$ cat src/rtl/npn_canon_pkg.sv
//==============================================================================
// Module   : npn_canon_pkg
// Purpose  : Shared FSM state encodings, factorial helper and transform record
//            for the sequential NPN canonicaliser.
// Revision : 1.0 - initial release
//==============================================================================
`default_nettype none

package npn_canon_pkg;

    // FSM state encoding
    localparam logic [1:0] c_ST_IDLE   = 2'd0;
    localparam logic [1:0] c_ST_SEARCH = 2'd1;
    localparam logic [1:0] c_ST_DONE   = 2'd2;

    // Largest supported function arity and the matching permutation-entry width
    localparam int c_MAX_VARS   = 5;
    localparam int c_MAX_PIDX_W = 3;
    localparam int c_XF_PERM_W  = c_MAX_VARS * c_MAX_PIDX_W;

    // n! - used both for the search bound and for Lehmer digit radices
    function automatic int unsigned factorial(input int unsigned n);
        int unsigned f;
        f = 1;
        for (int unsigned i = 2; i <= n; i++) begin
            f = f * i;
        end
        return f;
    endfunction

    // NPN transform; the perm field holds packed entries at the instance's
    // PIDX_W stride, upper (unused) bits are zero.
    typedef struct packed {
        logic [c_XF_PERM_W-1:0] perm;
        logic [c_MAX_VARS-1:0]  neg_mask;
        logic                   neg_out;
    } npn_xform_t;

endpackage

`default_nettype wire

$ cat src/rtl/npn_perm_decode.sv
//==============================================================================
// Module   : npn_perm_decode
// Purpose  : Combinational Lehmer-code decoder. Maps a permutation index to the
//            permutation at that rank in lexicographic order (index 0 is the
//            identity). Entry j of o_perm occupies bits [j*PIDX_W +: PIDX_W].
// Revision : 1.0 - initial release
//==============================================================================
`default_nettype none

module npn_perm_decode
    import npn_canon_pkg::*;
#(
    parameter int NUM_VARS = 4,
    parameter int PIDX_W   = 2,
    parameter int IDX_W    = 5
) (
    input  logic [IDX_W-1:0]           i_perm_idx,
    output logic [NUM_VARS*PIDX_W-1:0] o_perm
);

    // Peel factorial-base digits MSB first; each digit selects the n-th
    // still-unused element, which yields lexicographic ordering.
    always_comb begin
        int unsigned          rem;
        int unsigned          digit;
        int unsigned          cnt;
        logic [NUM_VARS-1:0]  used;

        o_perm = '0;
        used   = '0;
        rem    = 32'(i_perm_idx);
        digit  = 0;
        cnt    = 0;
        for (int i = 0; i < NUM_VARS; i++) begin
            digit = rem / factorial(NUM_VARS - 1 - i);
            rem   = rem % factorial(NUM_VARS - 1 - i);
            cnt   = 0;
            for (int k = 0; k < NUM_VARS; k++) begin
                if (!used[k]) begin
                    if (cnt == digit) begin
                        o_perm[i*PIDX_W +: PIDX_W] = PIDX_W'(k);
                        used[k]                    = 1'b1;
                    end
                    cnt = cnt + 1;
                end
            end
        end
    end

endmodule

`default_nettype wire

$ cat src/rtl/npn_canon_seq.sv
//==============================================================================
// Module   : npn_canon_seq
// Purpose  : Sequential NPN canonicaliser. Walks every (permutation, input
//            negation mask) pair, one pair per cycle, scoring both output
//            phases, and returns the minimum truth table with its transform.
//            Optional build macro NPN_CANON_EARLY_EXIT_EN stops the search as
//            soon as an all-zero candidate has been found.
// Revision : 1.0 - initial release
//==============================================================================
`default_nettype none

module npn_canon_seq
    import npn_canon_pkg::*;
#(
    parameter int NUM_VARS = 4,
    parameter int TT_W     = 2**NUM_VARS,
    parameter int PIDX_W   = ($clog2(NUM_VARS) < 1) ? 1 : $clog2(NUM_VARS)
) (
    input  logic                       clk,
    input  logic                       rst_n,
    input  logic                       in_valid,
    output logic                       in_ready,
    input  logic [TT_W-1:0]            in_tt,
    output logic                       out_valid,
    input  logic                       out_ready,
    output logic [TT_W-1:0]            out_tt,
    output logic [NUM_VARS*PIDX_W-1:0] out_perm,
    output logic [NUM_VARS-1:0]        out_neg_mask,
    output logic                       out_neg_out,
    output logic                       busy
);

    localparam int c_PERM_W      = NUM_VARS * PIDX_W;
    localparam int c_NUM_PERMS   = int'(factorial(NUM_VARS));
    localparam int c_PIDX_CNT_W  = (c_NUM_PERMS > 1) ? $clog2(c_NUM_PERMS) : 1;
    localparam logic [c_PIDX_CNT_W-1:0] c_LAST_PERM = c_PIDX_CNT_W'(c_NUM_PERMS - 1);
    localparam logic [NUM_VARS-1:0]     c_LAST_MASK = '1;

    logic [1:0]              r_state;
    logic [TT_W-1:0]         r_tt;
    logic [c_PIDX_CNT_W-1:0] r_perm_idx;
    logic [NUM_VARS-1:0]     r_mask;
    logic [TT_W-1:0]         r_best_tt;
    npn_xform_t              r_best_xf;
    logic [TT_W-1:0]         r_out_tt;
    npn_xform_t              r_out_xf;
    logic                    r_in_ready;
    logic                    r_busy;
    logic                    r_out_valid;

    logic [c_PERM_W-1:0]     w_perm;
    logic [TT_W-1:0]         w_cand0;
    logic [TT_W-1:0]         w_cand1;
    npn_xform_t              w_cur_xf;
    logic [TT_W-1:0]         w_ph0_tt;
    npn_xform_t              w_ph0_xf;
    logic [TT_W-1:0]         w_nxt_tt;
    npn_xform_t              w_nxt_xf;
    logic                    w_last_pair;
    logic                    w_search_end;
    logic                    w_unused_xf;

    npn_perm_decode #(
        .NUM_VARS (NUM_VARS),
        .PIDX_W   (PIDX_W),
        .IDX_W    (c_PIDX_CNT_W)
    ) u_perm_decode (
        .i_perm_idx (r_perm_idx),
        .o_perm     (w_perm)
    );

    // Phase-0 candidate: one bit per minterm, looked up through the permuted,
    // negated input address.
    for (genvar m = 0; m < TT_W; m++) begin : g_mint
        localparam logic [NUM_VARS-1:0] c_M = NUM_VARS'(m);
        logic [NUM_VARS-1:0] w_y;

        // Scatter the (negated) minterm bits to their permuted positions
        always_comb begin
            w_y = '0;
            for (int j = 0; j < NUM_VARS; j++) begin
                w_y[w_perm[j*PIDX_W +: PIDX_W]] = c_M[j] ^ r_mask[j];
            end
        end

        assign w_cand0[m] = r_tt[w_y];
    end

    assign w_cand1 = ~w_cand0;

    // Transform describing the pair under evaluation (phase 0)
    always_comb begin
        w_cur_xf          = '0;
        w_cur_xf.perm     = c_XF_PERM_W'(w_perm);
        w_cur_xf.neg_mask = c_MAX_VARS'(r_mask);
        w_cur_xf.neg_out  = 1'b0;
    end

    // Strict-less compare chain: phase 0 against best, phase 1 against the
    // phase-0 winner, so ties always keep the earlier candidate.
    always_comb begin
        w_ph0_tt = r_best_tt;
        w_ph0_xf = r_best_xf;
        if (w_cand0 < r_best_tt) begin
            w_ph0_tt = w_cand0;
            w_ph0_xf = w_cur_xf;
        end
        w_nxt_tt = w_ph0_tt;
        w_nxt_xf = w_ph0_xf;
        if (w_cand1 < w_ph0_tt) begin
            w_nxt_tt         = w_cand1;
            w_nxt_xf         = w_cur_xf;
            w_nxt_xf.neg_out = 1'b1;
        end
    end

    assign w_last_pair = (r_perm_idx == c_LAST_PERM) && (r_mask == c_LAST_MASK);

`ifdef NPN_CANON_EARLY_EXIT_EN
    // Zero cannot be beaten, so the search may stop at the first one found
    assign w_search_end = w_last_pair || (w_nxt_tt == '0);
`else
    assign w_search_end = w_last_pair;
`endif

    // Control FSM plus search and result registers
    always_ff @(posedge clk or negedge rst_n) begin
        if (!rst_n) begin
            r_state     <= c_ST_IDLE;
            r_tt        <= '0;
            r_perm_idx  <= '0;
            r_mask      <= '0;
            r_best_tt   <= '1;
            r_best_xf   <= '0;
            r_out_tt    <= '0;
            r_out_xf    <= '0;
            r_in_ready  <= 1'b1;
            r_busy      <= 1'b0;
            r_out_valid <= 1'b0;
        end else begin
            case (r_state)
                c_ST_IDLE: begin
                    if (in_valid && r_in_ready) begin
                        r_tt       <= in_tt;
                        r_perm_idx <= '0;
                        r_mask     <= '0;
                        r_best_tt  <= '1;
                        r_best_xf  <= '0;
                        r_in_ready <= 1'b0;
                        r_busy     <= 1'b1;
                        r_state    <= c_ST_SEARCH;
                    end
                end
                c_ST_SEARCH: begin
                    r_best_tt <= w_nxt_tt;
                    r_best_xf <= w_nxt_xf;
                    if (w_search_end) begin
                        r_out_tt    <= w_nxt_tt;
                        r_out_xf    <= w_nxt_xf;
                        r_busy      <= 1'b0;
                        r_out_valid <= 1'b1;
                        r_state     <= c_ST_DONE;
                    end else begin
                        r_mask <= r_mask + 1'b1;
                        if (r_mask == c_LAST_MASK) begin
                            r_perm_idx <= r_perm_idx + 1'b1;
                        end
                    end
                end
                c_ST_DONE: begin
                    if (out_ready) begin
                        r_out_valid <= 1'b0;
                        r_in_ready  <= 1'b1;
                        r_state     <= c_ST_IDLE;
                    end
                end
                default: begin
                    r_out_valid <= 1'b0;
                    r_busy      <= 1'b0;
                    r_in_ready  <= 1'b1;
                    r_state     <= c_ST_IDLE;
                end
            endcase
        end
    end

    assign in_ready     = r_in_ready;
    assign busy         = r_busy;
    assign out_valid    = r_out_valid;
    assign out_tt       = r_out_tt;
    assign out_perm     = r_out_xf.perm[c_PERM_W-1:0];
    assign out_neg_mask = r_out_xf.neg_mask[NUM_VARS-1:0];
    assign out_neg_out  = r_out_xf.neg_out;

    // Spare high bits of the max-width transform record are never consumed
    assign w_unused_xf  = ^r_out_xf;

endmodule

`default_nettype wire
$ cat config.mk
export PLATFORM = sky130hd
export DESIGN_NAME = npn_canon_seq
export DESIGN_NICKNAME = d
export VERILOG_FILES = /design/src/rtl/npn_canon_pkg.sv /design/src/rtl/npn_perm_decode.sv /design/src/rtl/npn_canon_seq.sv
export SDC_FILE = /design/constraint.sdc
export NUM_CORES = 1
export LEC_CHECK = 0
export ABC_AREA = 1
export BUFFER_PORTS_ARGS = -buffer_cell sky130_fd_sc_hd__buf_2
export CAP_MARGIN = 15
export CORE_AREA = 10 10 145 147
export DETAILED_ROUTE_END_ITERATION = 7
export DIE_AREA = 0 0 155 157
export GPL_ROUTABILITY_DRIVEN = 0
export HOLD_SLACK_MARGIN = 0.02
export PLACE_DENSITY = 0.79
export SYNTH_ARGS = -nofsm -noshare
export SYNTH_HDL_FRONTEND = slang
export SYNTH_SLANG_ARGS = --single-unit
$ cat constraint.sdc
create_clock -name clk -period 7.44 [get_ports clk]
set_input_delay 1.488 -clock clk [delete_from_list [all_inputs] [get_ports clk]]
set_output_delay 1.488 -clock clk [all_outputs]
set_load 0.01 [all_outputs]
== Yosys cells after proc, flatten, opt, wreduce, memory -nomap -nowiden ==
Cells that the tools add are included.
Widths: inputs -> output; s select.

* Bits in registers: 96
* Input port bits: 20
* Output and inout bits: 32
* Logic and storage cells: 248

* Add/sub/neg operators: 8
* Div/mod/pow operators: 2
* Order comparisons: 26
* Eq/ne operators: 18
* Multiplexer cells: 146
* Bitwise operators: 10
* Reductions and logical operators: 23

{| class="wikitable"
|+ Operators with widths
! kind !! number
|-
| $logic_not 32->1 || 6
|-
| $mux 32 || 6
|-
| $bwmux 4 || 28
|-
| $add 32x1->32 const B || 3
|-
| $lt 4x5->1 const B || 16
|-
| $bmux 1 s4 || 16
|-
| $eq 2x32->1 const A || 2
|-
| $eq 32x1->1 || 2
|-
| $eq 32x31->1 || 2
|-
| $mux 21 || 3
|-
| $mux 1 || 53
|-
| $mux 16 || 3
|-
| $pmux 21 s2 || 1
|-
| $mux 2 || 20
|-
| $div 5x3->32 const B || 1
|-
| $eq 1x32->1 const A || 1
|-
| $lt 16x16->1 || 2
|-
| $mod 5x3->32 const B || 1
|-
| $pmux 16 s2 || 1
|-
| $eq 1x31->1 || 1
|-
| $not 16->16 || 1
|-
| $mux 5 || 3
|-
| $reduce_and 3->1 || 5
|-
| $lt 2x3->1 const B || 4
|-
| 23 further kinds || 52
|}

== Logic depth before layout (Yosys ltp) ==
* Depth after elaboration: 27
* Mapped depth: 60

== Modules after synthesis ==
A second synthesis with hierarchy kept.

* Cells, all modules: 1447
* Area, all modules: 8907.3 um2

{| class="wikitable"
|+ By module, submodules not included
! module !! instances !! cells an instance !! area an instance (um2) !! seq. area each (um2)
|-
| npn_canon_seq || 1 || 1318 || 8189.1 || 2223.4
|-
| npn_perm_decode || 1 || 129 || 718.2 || 0.0
|}

== Worst setup path before layout ==
No wires, ideal clock.

* Kind: register to register
* Start point: register r_perm_idx[3]
* End point: register r_best_xf[1] in the netlist's numbering
* Setup time: 0.066 ns
* Arrival time: 7.303 ns
* Required time: 7.374 ns
* Setup slack: 0.072 ns
* Stages on the path, launching flop included: 51
* Cell sequence: dfrtp_1 -> inv_2 -> nand3_2 -> nand3_2 -> inv_1 -> ha_1 -> inv_1 -> nand2_1 -> nand2_1 -> nand3_2 -> inv_1 -> a21oi_1 -> inv_1 -> fa_1 -> inv_1 -> o21ai_2 -> nand2_1 -> inv_1 -> [15 not listed] -> a221oi_1 -> o21ai_0 -> a31oi_1 -> nand2_4 -> clkbuf_1 -> o21ai_0 -> inv_1 -> ha_1 -> a21oi_1 -> nand3b_1 -> a21oi_1 -> a2111oi_0 -> clkbuf_1 -> clkbuf_1 -> nand3_1 -> nand2_1 -> nand2_1 -> nand2_1

* Cells in the longest elaborated chain, start to end: 27

{| class="wikitable"
|+ Ends and longest elaborated chain
! element !! line !! source
|-
| from (decl) || npn_canon_seq.sv:41 || <nowiki>logic [c_PIDX_CNT_W-1:0] r_perm_idx;</nowiki>
|-
| from (signal assigned) || npn_canon_seq.sv:166 || <nowiki>r_perm_idx <= r_perm_idx + 1'b1;</nowiki>
|-
| branches (longest 25 deep; another with $div 5x3->32) || -- ||
|-
| $mux 21 * || npn_canon_seq.sv:110 || <nowiki>if (w_cand1 < w_ph0_tt) begin</nowiki>
|-
| $pmux 21 s2 * || npn_canon_seq.sv:141 || <nowiki>case (r_state)</nowiki>
|-
| to (signal assigned) || npn_canon_seq.sv:156 || <nowiki>r_best_xf <= w_nxt_xf;</nowiki>
|-
| to (decl) || npn_canon_seq.sv:44 || <nowiki>npn_xform_t r_best_xf;</nowiki>
|}

Mark *: on every way between the ends. The select of a mux whose other input is x is not followed.
A chain may end at the register's enable or synchronous reset.

== Worst setup path after layout ==
* Start point: register r_perm_idx[3]
* End point: register r_out_xf, in the netlist out_perm[5]

* Cells in the longest elaborated chain, start to end: 26

{| class="wikitable"
|+ Ends and longest elaborated chain
! element !! line !! source
|-
| branches (longest 26 deep; another with $div 5x3->32) || -- ||
|-
| to (signal assigned) || npn_canon_seq.sv:159 || <nowiki>r_out_xf <= w_nxt_xf;</nowiki>
|-
| to (decl) || npn_canon_seq.sv:46 || <nowiki>npn_xform_t r_out_xf;</nowiki>
|}

Parallel ways; which one is timed is not known. The select of a mux whose other input is x is not followed.

==> results.md <==
- Status: finished, violations left
- Synth top cells by count: nand2_1 (525), o21ai_0 (170), inv_1 (157)
- Worst endpoint required time: roughly 7.7 ns
- Yosys warns: 0
- Clock sink count: 88
- Rel. slew slack: 0.316
- Slowest library cell on the worst path: fa_1
- Critical path launch point: r_perm_idx[3]
- Most common cell in the netlist: nand2_1
- DIE WIDTH: ~160 um
- Total gr overflow: 0
- Most common flop cell mapped by yosys: dfrtp_1
- Fin nets: between 1500 and 2000
- CTS Hold Bufs: 0
- Cell taking the most area after synthesis: nand2_1
- Share of cells above drive strength 1: 0.236
- Synth unique cells: 45
- Initial core utilization: 0.479
- IO Count: 52
- Largest cells by area after synthesis: nand2_1 (22%), dfrtp_1 (20%), o21ai_0 (9.7%), inv_1 (6.7%), nand3_1 (5.8%)
- Reg clk slew, reported paths: roughly 0.07 ns
- Mux cell area share after synthesis: 0
- FP Rows: 50
- R2R cell count: 49
- Placed Instances: roughly 1700
- Synth Area in Simple Gates: 0.353
- Fin Clk Skew: 0.0138 ns
- Mean number of vias per cell: roughly 6.1
- FF+latch count, synth: a little under 90
- Final Max Slew Viols: 0
- Syn Nets: 1491
- Failing checks: design-rule violations, negative setup slack
- Startpoint types: flip-flop
- Fin crit period: between 7 and 8 ns
- Worst Hold End: out_tt[10]
- Worst-Skew Late Latency: between 0.3 and 0.4 ns
- Final WS setup: -0.206 ns
- Setup_tns: -7.85 ns
- Clock root buffer master: clkbuf_16
- Antenna-violating nets left: 0
- Max frequency: roughly 0.13 GHz
- Largest family of logic cells by synthesized area: simple AND/OR/NAND/NOR gates
- ANT cells: 0
- Post-route cell area: roughly 11000 um^2
- Area grow syn2layout: 24.3%
- WL/cell: 18.4 um
- Max stage delay on crit path: roughly 0.56 ns
- Non-Filler Instances: 1758
- Vias in the first global route: around 9000
- DP Area: roughly 9400 um^2
- Setup-failing EPs final: between 50 and 60
- Hold_sp: out_tt[10]
- Hold path depth: 2
- DRT iter0 DRCs: ~1600
- CP max FO: 7
- Initial antenna violation count: 0
- DRT Pass-1 Iters: 8
- Max Buffers Root-to-Sink: 2
- Crit path DAT: just under 8 ns
- GRT Overall Usage: 0.228
- Hold Violations, Final: 0
- Max Cap Violations: 0
- EDFF count, synth: 0
- Syn Std Cell Area: around 9000 um^2
- Post-synth top area share: 0.225
- Reg-to-Reg Start: r_perm_idx[3]
- Cells after Synth: roughly 1400
- XOR/XNOR Fraction of Synth Area: 0.000998
- Die Area: 24300 um^2
- Largest net degree at the start of global routing: 60
- Detailed Route WL: ~32000 um
- Post-synthesis compound-gate area fraction: 0.225
- Total CTS buffers: 9
- Worst Max-Slew Pin Slew: a little over 1 ns
- Worst R2R Setup Slack: -0.21 ns
- Reg-to-Reg End: out_perm[5]
- Crit. End Element: flip-flop
- Synth async-reset ratio: 1.00
- Tcrit/Tclk final: 1.03
- TritonCTS clock tree: built
- Die H: between 150 and 200 um
- DP HPWL: ~20000 um
- Syn Area/Cell: ~6.1 um^2
- Global-route wire length before repair: between 40000 and 50000 um
- HP Class: flip-flop to flip-flop
- Sequential share of the synthesized area: 0.253
- DRC Markers: 8
- Cell repeated most along the worst path: nand2_1
- H-tree depth: 3
- Core area: about 18000 um^2
- Via count: 10695
- # fillers: roughly 1600
- Buffers on Ports: a little over 50
- Finished Core Util: 0.595
- Setup Crit Path Kind: flip-flop to flip-flop
- Synth Area in Adders: 0.0593
[sequential cells by signal, summed over array words and instances (netlist names)]
| name | flops |
|---|---|
| out_neg_mask | 4 |
| out_perm | 8 |
| r_perm_idx | 5 |
| r_mask | 4 |
| r_state | 2 |
| r_best_tt | 16 |
| r_best_xf | 13 |
| out_valid | 1 |
| out_tt | 16 |
| busy | 1 |
| out_neg_out | 1 |
| r_tt | 16 |
| in_ready | 1 |
[cells in the final DEF (no fill, tap or decap), drive strengths merged, types with 6 or more instances in the layout]
cell type,count
dfstp,17
o211ai,64
buf,138
dfrtp,71
nor2,33
a21oi,68
o311ai,9
nor3,13
o21ai,172
inv,175
o21a,6
nand4,6
clkbuf,14
nand3,113
ha,40
nand2,546
[worst max path at each step]
stage	to	slack (ns)
floorplan	r_best_xf[1]	0.07
global placement	out_tt[15]	-0.11
detailed placement	out_tt[15]	-0.29
CTS	out_tt[15]	0.002
global route	out_perm[5]	-0.62
finish	out_perm[5]	-0.21
[layout make-up]
class                      count  area [um^2]  share of cell area
multi-input combinational   1102         6310               0.578
sequential                    88         2230               0.204
timing repair buffer         141         1120               0.103
inverter                     177          672              0.0616
tap                          234          293              0.0268
clock buffer                  11          243              0.0223
clock inverter                 5         40.0             0.00367
[layer usage]
layer / vias to the layer above / routed length (um) / global-route usage
li1: 4920 / - / -
met1: 4811 / 12100 / 0.289
met2: 741 / 14500 / 0.362
met3: 223 / 3510 / 0.0398
met4: 0 / 2160 / 0.126
met5: - / 0 / 0
[cell families (layout without fill, tap and decap cells)]
| logic type | count (synthesis) | in the layout |
|---|---|---|
| AO/OA/AOI/OAI | 338 | 338 |
| XOR/XNOR | 1 | 1 |
| adder cells (fa/ha/maj) | 41 | 41 |
| buffers and inverters | 242 | 334 |
| flip-flops | 88 | 88 |
| AND/OR/NAND/NOR | 720 | 722 |
[repair_timing]
action                                  4_1_cts  5_1_grt
cloned                                        2        8
buffers inserted                              4       37
gates resized for setup                      23      220
pin swaps                                     5       64
endpoints found under the setup margin       58       58
[critical path, delay by kind of cell, from the launching register on]
family / cells / cell delay, ns
AND/OR/NAND/NOR: 23 / 2.39
flip-flops: 1 / 0.44
adder cells (fa/ha/maj): 4 / 1.45
buffers and inverters: 12 / 1.18
AO/OA/AOI/OAI: 10 / 2.06
[through the flow]
stage	setup slack [ns]	hold slack, ns
6_report	-0.206	0.470
5_1_grt	-0.625	0.500
4_1_cts	0.00227	0.481
3_5_place_dp	-0.289	0.459
3_3_place_gp	-0.111	0.459
2_1_floorplan	0.0718	0.449
Power is not shown: default switching activity piles up to over one toggle a cycle in this logic, so the estimate is an artifact.
